===== src/rtl/hms_timer_pkg.sv =====
// Shared types and constants for the hh:mm:ss countdown timer.
// Provides the controller state encoding, field limits and a zero-time helper.
package hms_timer_pkg;

    localparam int TIME_W = 6;

    localparam logic [TIME_W-1:0] SEC_MAX = TIME_W'(59);
    localparam logic [TIME_W-1:0] MIN_MAX = TIME_W'(59);
    localparam logic [TIME_W-1:0] HR_MAX  = TIME_W'(23);

    typedef enum logic [1:0] {
        IDLE   = 2'd0,
        RUN    = 2'd1,
        PAUSED = 2'd2,
        DONE   = 2'd3
    } state_t;

    function automatic logic hms_is_zero(input logic [TIME_W-1:0] hh,
                                         input logic [TIME_W-1:0] mm,
                                         input logic [TIME_W-1:0] ss);
        return (hh == '0) && (mm == '0) && (ss == '0);
    endfunction

endpackage


===== src/rtl/hms_countdown_timer_prescaler.sv =====
// One-second prescaler for the countdown timer.
// Counts clk cycles while enabled; tick is high for the single cycle in which
// the count sits at TICKS_PER_SEC-1, and the count wraps to 0 on that edge.
// The count holds while disabled, so a paused second resumes where it left off.
// Ports:
//   clk, reset (async, active-low)
//   enable : count this cycle
//   clr    : force the count to 0 (wins over enable)
//   tick   : one-cycle second strobe
module hms_prescaler #(
    parameter int unsigned TICKS_PER_SEC = 50_000_000,
    parameter int          PRESC_W       = 32
) (
    input  logic clk,
    input  logic reset,
    input  logic enable,
    input  logic clr,
    output logic tick
);

    localparam logic [PRESC_W-1:0] TC = PRESC_W'(TICKS_PER_SEC - 1);

    logic [PRESC_W-1:0] cnt;

    assign tick = enable && (cnt == TC);

    always_ff @(posedge clk or negedge reset) begin
        if (!reset) begin
            cnt <= '0;
        end else if (clr) begin
            cnt <= '0;
        end else if (enable) begin
            cnt <= tick ? '0 : cnt + PRESC_W'(1);
        end
    end

endmodule


===== src/rtl/hms_countdown_timer.sv =====
// Hours/minutes/seconds countdown timer.
// Loaded with hh:mm:ss, counts down once per second and flags expiry at
// 00:00:00. Strobe priority within a cycle: clear > load > pause > start.
// Optional build macro HMS_COUNTDOWN_AUTO_RELOAD_EN: keep the last accepted
// load in a shadow and reload from it (staying in RUN) instead of expiring.
// Ports:
//   clk, reset (async, active-low)
//   load, ss_in/mm_in/hh_in : capture a new time (rejected if out of range)
//   start, pause, clear     : one-cycle control strobes
//   ss/mm/hh                : current time
//   running, expired        : registered state flags (RUN / DONE)
//   done_pulse              : one cycle on reaching 00:00:00
//   load_err                : one cycle when a load is rejected
//
// state  | meaning
// IDLE   | loaded or cleared, not counting
// RUN    | counting down, prescaler enabled
// PAUSED | frozen, prescaler holds its partial second
// DONE   | reached 00:00:00, waits for clear or load
module hms_countdown_timer
    import hms_timer_pkg::*;
#(
    parameter int unsigned TICKS_PER_SEC = 50_000_000,
    parameter int          PRESC_W       = 32
) (
    input  logic              clk,
    input  logic              reset,
    input  logic              load,
    input  logic [TIME_W-1:0] ss_in,
    input  logic [TIME_W-1:0] mm_in,
    input  logic [TIME_W-1:0] hh_in,
    input  logic              start,
    input  logic              pause,
    input  logic              clear,
    output logic [TIME_W-1:0] ss,
    output logic [TIME_W-1:0] mm,
    output logic [TIME_W-1:0] hh,
    output logic              running,
    output logic              expired,
    output logic              done_pulse,
    output logic              load_err
);

    state_t            state, state_n;
    logic [TIME_W-1:0] ss_n, mm_n, hh_n;
    logic [TIME_W-1:0] dec_ss, dec_mm, dec_hh;
    logic              done_n, err_n;
    logic              load_ok, counting, presc_clr, tick;

`ifdef HMS_COUNTDOWN_AUTO_RELOAD_EN
    logic [TIME_W-1:0] sh_ss, sh_mm, sh_hh;
    logic [TIME_W-1:0] sh_ss_n, sh_mm_n, sh_hh_n;
`endif

    assign load_ok = (ss_in <= SEC_MAX) && (mm_in <= MIN_MAX) && (hh_in <= HR_MAX);

    // Counting stops in any cycle where a higher-priority strobe changes state,
    // so a pause keeps the partial second intact.
    assign counting  = (state == RUN) && !clear && !(load && load_ok) && !pause;
    assign presc_clr = clear || (load && load_ok);

    hms_prescaler #(
        .TICKS_PER_SEC (TICKS_PER_SEC),
        .PRESC_W       (PRESC_W)
    ) u_presc (
        .clk    (clk),
        .reset  (reset),
        .enable (counting),
        .clr    (presc_clr),
        .tick   (tick)
    );

    always_comb begin
        dec_ss = '0;
        dec_mm = '0;
        dec_hh = '0;
        if (ss != '0) begin
            dec_ss = ss - TIME_W'(1);
            dec_mm = mm;
            dec_hh = hh;
        end else if (mm != '0) begin
            dec_ss = SEC_MAX;
            dec_mm = mm - TIME_W'(1);
            dec_hh = hh;
        end else if (hh != '0) begin
            dec_ss = SEC_MAX;
            dec_mm = MIN_MAX;
            dec_hh = hh - TIME_W'(1);
        end
    end

    always_comb begin
        state_n = state;
        ss_n    = ss;
        mm_n    = mm;
        hh_n    = hh;
        done_n  = 1'b0;
        err_n   = 1'b0;
`ifdef HMS_COUNTDOWN_AUTO_RELOAD_EN
        sh_ss_n = sh_ss;
        sh_mm_n = sh_mm;
        sh_hh_n = sh_hh;
`endif
        if (counting && tick) begin
            if (hms_is_zero(dec_hh, dec_mm, dec_ss)) begin
                done_n = 1'b1;
`ifdef HMS_COUNTDOWN_AUTO_RELOAD_EN
                if (!hms_is_zero(sh_hh, sh_mm, sh_ss)) begin
                    ss_n = sh_ss;
                    mm_n = sh_mm;
                    hh_n = sh_hh;
                end else begin
                    ss_n    = '0;
                    mm_n    = '0;
                    hh_n    = '0;
                    state_n = DONE;
                end
`else
                ss_n    = '0;
                mm_n    = '0;
                hh_n    = '0;
                state_n = DONE;
`endif
            end else begin
                ss_n = dec_ss;
                mm_n = dec_mm;
                hh_n = dec_hh;
            end
        end

        if (clear) begin
            ss_n    = '0;
            mm_n    = '0;
            hh_n    = '0;
            state_n = IDLE;
`ifdef HMS_COUNTDOWN_AUTO_RELOAD_EN
            sh_ss_n = '0;
            sh_mm_n = '0;
            sh_hh_n = '0;
`endif
        end else if (load) begin
            if (load_ok) begin
                ss_n    = ss_in;
                mm_n    = mm_in;
                hh_n    = hh_in;
                state_n = IDLE;
`ifdef HMS_COUNTDOWN_AUTO_RELOAD_EN
                sh_ss_n = ss_in;
                sh_mm_n = mm_in;
                sh_hh_n = hh_in;
`endif
            end else begin
                err_n = 1'b1;
            end
        end else if (pause) begin
            if (state == RUN) state_n = PAUSED;
        end else if (start && (state == IDLE || state == PAUSED)) begin
            if (hms_is_zero(hh, mm, ss)) begin
                state_n = DONE;
                done_n  = 1'b1;
            end else begin
                state_n = RUN;
            end
        end
    end

    always_ff @(posedge clk or negedge reset) begin
        if (!reset) begin
            state      <= IDLE;
            ss         <= '0;
            mm         <= '0;
            hh         <= '0;
            running    <= 1'b0;
            expired    <= 1'b0;
            done_pulse <= 1'b0;
            load_err   <= 1'b0;
        end else begin
            state      <= state_n;
            ss         <= ss_n;
            mm         <= mm_n;
            hh         <= hh_n;
            running    <= (state_n == RUN);
            expired    <= (state_n == DONE);
            done_pulse <= done_n;
            load_err   <= err_n;
        end
    end

`ifdef HMS_COUNTDOWN_AUTO_RELOAD_EN
    always_ff @(posedge clk or negedge reset) begin
        if (!reset) begin
            sh_ss <= '0;
            sh_mm <= '0;
            sh_hh <= '0;
        end else begin
            sh_ss <= sh_ss_n;
            sh_mm <= sh_mm_n;
            sh_hh <= sh_hh_n;
        end
    end
`endif

endmodule


===== config.mk =====
export PLATFORM = sky130hd
export DESIGN_NAME = hms_countdown_timer
export DESIGN_NICKNAME = d
export VERILOG_FILES = /design/src/rtl/hms_timer_pkg.sv /design/src/rtl/hms_countdown_timer_prescaler.sv /design/src/rtl/hms_countdown_timer.sv
export SDC_FILE = /design/constraint.sdc
export NUM_CORES = 1
export LEC_CHECK = 0
export ABC_AREA = 1
export CAP_MARGIN = 40
export CORE_MARGIN = 2
export CORE_UTILIZATION = 45
export CTS_BUF_LIST = sky130_fd_sc_hd__clkbuf_8 sky130_fd_sc_hd__clkbuf_16
export DETAILED_ROUTE_END_ITERATION = 7
export MAX_ROUTING_LAYER = met4
export PLACE_DENSITY = 0.75
export SYNTH_ARGS = -nofsm -noshare
export SYNTH_HDL_FRONTEND = slang
export SYNTH_SLANG_ARGS = --single-unit

===== constraint.sdc =====
create_clock -name clk -period 4.8 [get_ports clk]
set_input_delay 1.44 -clock clk [delete_from_list [all_inputs] [get_ports clk]]
set_output_delay 1.44 -clock clk [all_outputs]
set_load 0.05 [all_outputs]

======== Word level (Yosys, flattened, before mapping) ========
Index checks and enable logic that the tools add are counted.
word-level totals
  flip-flop bits (word level) ............. 56
  bits of input ports ..................... 24
  output and inout bits ................... 22
  word-level logic and storage cells ...... 95
cells by class
  add/sub/neg operators ................... 4
  magnitude comparators ................... 3
  eq/ne operators ......................... 5
  multiplexer cells ....................... 45
  reductions and logical operators ........ 29
operators with widths
  kind                                                             count
  two-way mux 6 bit                                                23
  two-way mux 32 bit                                               3
  logical NOT 6 bit                                                6
  adder 32 x 1 -> 32 bit (second input constant)                   1
  == test 32 x 26 -> 1 bit (second input constant)                 1
  two-way mux 2 bit                                                9
  nonzero test 6 bit                                               3
  subtractor 6 x 1 -> 6 bit (second input constant)                3
  logical AND 1 bit                                                13
  less-or-equal comparator 6 bit (second input constant)           2
  two-way mux 1 bit                                                10
  less-or-equal comparator 6 x 5 -> 1 bit (second input constant)  1
  == test 2 x 1 -> 1 bit (second input constant)                   2
  == test 2 bit (second input constant)                            2
  logical NOT 1 bit                                                3
  logical NOT 2 bit                                                1
  logical OR 1 bit                                                 2
  nonzero test 2 bit                                               1

======== Logic depth before layout (Yosys ltp) ========
  depth after elaboration ................. 15
  depth in mapped cells ................... 18
  gate-level depth less buffers ........... 18

======== Modules after synthesis ========
A second synthesis with hierarchy kept.
second synthesis, totals
  cell total of the unflattened synthesis .. 644
  area total of the unflattened synthesis .. 4232.8 µm²
by module, submodules not included
  module               instances  cells an instance  area an instance (µm²)  seq. area each (µm²)
  hms_prescaler        1          338                2264.7                  800.8
  hms_countdown_timer  1          306                1968.1                  600.6

======== Least setup slack after synthesis ========
Ideal clock, no wire load.
  path kind ............................... input -> register
  start ................................... input port ss_in[5]
  end ..................................... register ss[2]
  arrival time ............................ 2699 ps
  required time ........................... 4667 ps
  setup slack ............................. 1968 ps
  stages on the path ...................... 11
  path buffers ............................ 1
  path through ............................ nand4_1 -> and3_1 -> nand2_2 -> nand2_1 -> inv_2 -> nand2_4 -> nor2_2 -> buf_2 -> nand2_1 -> o21ai_0 -> a21oi_1
on the way
  word-level cells in the longest chain between the ends .. 13
ends and longest elaborated chain
  what                               line                                 source
  start: declaration                 hms_countdown_timer.sv:29            input logic [TIME_W-1:0] ss_in,
  less-or-equal comparator 6 bit *   hms_countdown_timer.sv:55            assign load_ok = (ss_in <= SEC_MAX) && (mm_in <= MIN_MAX) && (hh_in <= HR_MAX);
  logical AND 1 bit * (2 in series)  hms_countdown_timer.sv:55
  logical AND 1 bit                  hms_countdown_timer.sv:59            assign counting = (state == RUN) && !clear && !(load && load_ok) && !pause;
  logical NOT 1 bit                  hms_countdown_timer.sv:59
  logical AND 1 bit (2 in series)    hms_countdown_timer.sv:59
  logical AND 1 bit                  hms_countdown_timer_prescaler.sv:25  assign tick = enable && (cnt == TC);
  logical AND 1 bit                  hms_countdown_timer.sv:104           if (counting && tick) begin
  two-way mux 6 bit                  hms_countdown_timer.sv:104
  two-way mux 6 bit                  hms_countdown_timer.sv:142           if (load_ok) begin
  two-way mux 6 bit *                hms_countdown_timer.sv:141           end else if (load) begin
  two-way mux 6 bit *                hms_countdown_timer.sv:131           if (clear) begin
  named net ss_n[2]                  hms_countdown_timer.sv:45            logic [TIME_W-1:0] ss_n, mm_n, hh_n;
  end signal: assignment             hms_countdown_timer.sv:179           ss <= ss_n;
  end: declaration                   hms_countdown_timer.sv:35            output logic [TIME_W-1:0] ss,
Mark *: on every way through the listed nets, which the timed path passes. The rest lies on a longest branch.
A chain may end at the register's enable or synchronous reset.

======== Final worst setup path ========
  start ................................... input port clear
  end ..................................... register ss[0]
on the way
  word-level cells in the longest chain between the ends .. 10
ends and longest elaborated chain
  what                             line                                 source
  start: declaration               hms_countdown_timer.sv:34            input logic clear,
  logical NOT 1 bit                hms_countdown_timer.sv:59
  logical AND 1 bit (3 in series)  hms_countdown_timer.sv:59
  logical AND 1 bit                hms_countdown_timer_prescaler.sv:25
  logical AND 1 bit                hms_countdown_timer.sv:104
  two-way mux 6 bit                hms_countdown_timer.sv:104
  two-way mux 6 bit                hms_countdown_timer.sv:142
  two-way mux 6 bit                hms_countdown_timer.sv:141
  two-way mux 6 bit *              hms_countdown_timer.sv:131
  named net ss_n[0]                hms_countdown_timer.sv:45
Marked as above.

==> impl_metrics.ini <==
[worst_hold_path]
whs_path_depth = 1
holdCritPathClass = flop to flop
min_to = u_presc.cnt[0]
hp-start = u_presc.cnt[0]

[yosys]
synth_edf_count = 0
synth-seq-cells = 56
postSynthAreaPerCell_sq_um = 7.223
synth_cells = 546
yosysWarnings = 0
syn-num-nets = 574
synth_ff_type = dfrtp_1
synthDistinctLibCells = 40
seq_area_frac_synth_pct = 35.53
postSynth.asyncResetShare_pct = 100.0
netlist_area_sq_um = 3944

[placement]
io_buffers = 45
dp_hpwl_um = 7855
gp_congestion = 0.9353
dpl_cell_area_sq_um = 4492

[sta]
tightestPinTransition_ps = 658.1
tns_ps = 0
fin_crit_sh_pct = 76.29
timing.final.hold_violations = 0
clock_skew_ps = 17.03
max-slew-margin-rel_pct = 56.02
min_period_ps = 3662
rsz0062_at_grt = no
max_freq_ghz = 0.2731
finalSetupViolCount = 0
report.final.slew_viol_count = 0

[global_routing]
grt_pass1_vias = 3594
antenna_found_initial = 0
grt.total_usage_pct = 22.27
overflow = 0
grt_start_max_net_pins = 35
grt_pass1_wl_um = 17170

[pwr]
power.share.switching_pct = 35.86
power.switching_mw = 0.3968
pwr-share-seq_pct = 45.2
power_frac_clock_pct = 24.7
pwr-share-comb_pct = 30.1
powerDensity_nw_per_um2 = 241.4
peakVddDrop_mv = 0.1346
p_leak_nw = 2.049
intPower_mw = 0.7095

[setup_path]
worstPathMaxFanout = 18
worst_path_largest_cell_delay_ps = 510
worst-path-buf-inv = 4
path_delay_family = buffers and inverters
path_cells = clkdlybuf4s50_1, inv_1, nand2_1, inv_2, nand2_4, nor2_2, inv_2, o21ai_0, a21oi_1
cp.depth = 9
setup.worst_path.class = input port to flop
cpMaxStageDelayCell = nor2_2
critPathArrivalTime_ps = 3860
start_kind = input port
reg2reg_slack_ps = 2120
r2r-start = ss[0]
endpoint_kind = flop
required_ps = 5000
rr_endpoint = expired
worstRegToRegCells = 16
critPathMostFrequentCell = inv_2

[route]
via_per_inst = 5.608
wl_um = 10280
drc = 0
num_vias = 3920
drt-initial-drc-count = 243
ant_nets = 0
wl_per_cell_um = 14.70
dr.pass1.iters = 5

[clock_network]
cts_resized = 0
clockBufferDepth = 2
htree_num_levels = 2
cts_buffers = 5
clk_pin_slew_ps = 110
clkSinkCount = 56
cts-hold-fix-buffers = 0
cts_tree = built
post_cts_buffers = 0
cts_root_buffer = clkbuf_8
clk_latency_ps = 320

[finish]
area_growth_pct = 16.21
nFillCells = 805
drive_gt1_share_pct = 8.460
finalNetCount = 619
final_common_cell = nand2_1
fin_area_sq_um = 4583
antennaDiodeCount = 0
final_cell_mix = nand2_1 (109), inv_1 (78), dfrtp_1 (56), clkdlybuf4s50_1 (44)

[status]
status = complete, no violations

[die]
die_x_um = 97.62
fp.coreArea_sq_um = 8593
rows = 34
die_h_um = 97.62
start_util_pct = 45.89
die_area_sq_um = 9529
ios = 46

[run]
drv_cap = 0
## worst max-delay path by stage
stage | endpoint | from | slack (ps)
finish | ss[0] | clear | 1140
global route | ss[0] | clear | 840
CTS | ss[0] | clear | 1130
detailed placement | ss[0] | clear | 830
global placement | ss[0] | clear | 830
floorplan | ss[2] | ss_in[5] | 1970
## routing by layer
| metal | routed length (um) | global-route usage (%) | up-vias |
|---|---|---|---|
| met5 | 0 | - | - |
| met4 | 225 | 7.372 | 0 |
| met3 | 891 | 3.813 | 19 |
| met2 | 4810 | 35.49 | 168 |
| met1 | 4350 | 28.97 | 1818 |
| li1 | - | - | 1915 |
## power by group through the flow
| stage | logic, mW | registers (mW) | clock network [mW] |
|---|---|---|---|
| floorplan | 0.204 | 0.543 | 0 |
| global placement | 0.325 | 0.508 | 0 |
| detailed placement | 0.330 | 0.509 | 0 |
| CTS | 0.332 | 0.500 | 0.279 |
| global route | 0.364 | 0.503 | 0.300 |
| finish | 0.333 | 0.500 | 0.273 |
## synthesized netlist by cell type (all sizes together) (2+ instances only)
cell	count	area share, %
nand2	118	12
inv	80	7.6
dfrtp	56	36
nor2	56	7.5
nand3	50	7.7
o21ai	48	6.2
nor3	26	3.6
nand4	21	3.3
xor2	21	4.7
a21oi	17	2.2
o22ai	16	2.5
buf	7	1.2
nor4	6	1.1
clkbuf	4	0.38
ha	4	1.3
o211ai	4	0.76
a31oi	2	0.32
## cell families (layout without fill, tap and decap cells)
logic type / after synthesis / after routing / synth area share (%)
and+or+nand+nor: 281 / 281 / 36.10
AOI/OAI and AO/OA: 92 / 92 / 13.01
buffers and inverters: 91 / 136 / 9.200
DFF: 56 / 56 / 35.53
xor gates and xnor gates: 22 / 22 / 4.886
adders and majority gates: 4 / 4 / 1.269
## flip-flops by register name (all words and copies together) (netlist names)
register and flops:
u_presc.cnt 32, hh 6, mm 6, ss 6, state 2, done_pulse 1
expired 1, load_err 1, running 1
## through the flow
| stage | util, % | instances | hold slack, ps | power (mW) | setup WS [ps] |
|---|---|---|---|---|---|
| after global routing | 53.33 | 699 | 608.6 | 1.167 | 843.9 |
| after global placement | 52.27 | 692 | 549.0 | 0.8332 | 833.1 |
| after floorplan | - | 546 | 510.2 | 0.7464 | 1968 |
| after detailed placement | 52.27 | 692 | 563.8 | 0.8394 | 827.6 |
| after CTS | 53.33 | 699 | 579.8 | 1.110 | 1130 |
| final | 53.33 | 699 | 575.7 | 1.106 | 1138 |
## cell type report
cell class,count,area [sq um],share of cell area [%]
repair buffers,49,475.5,10.37
clock buffers,6,82.58,1.802
well taps,108,135.1,2.948
flip-flops and latches,56,1401,30.58
multi-input cells,399,2180,47.56
clock inverters,1,8.758,0.1911
inverters,80,300.3,6.552
Note: power is estimated with default switching activity, not from simulation.
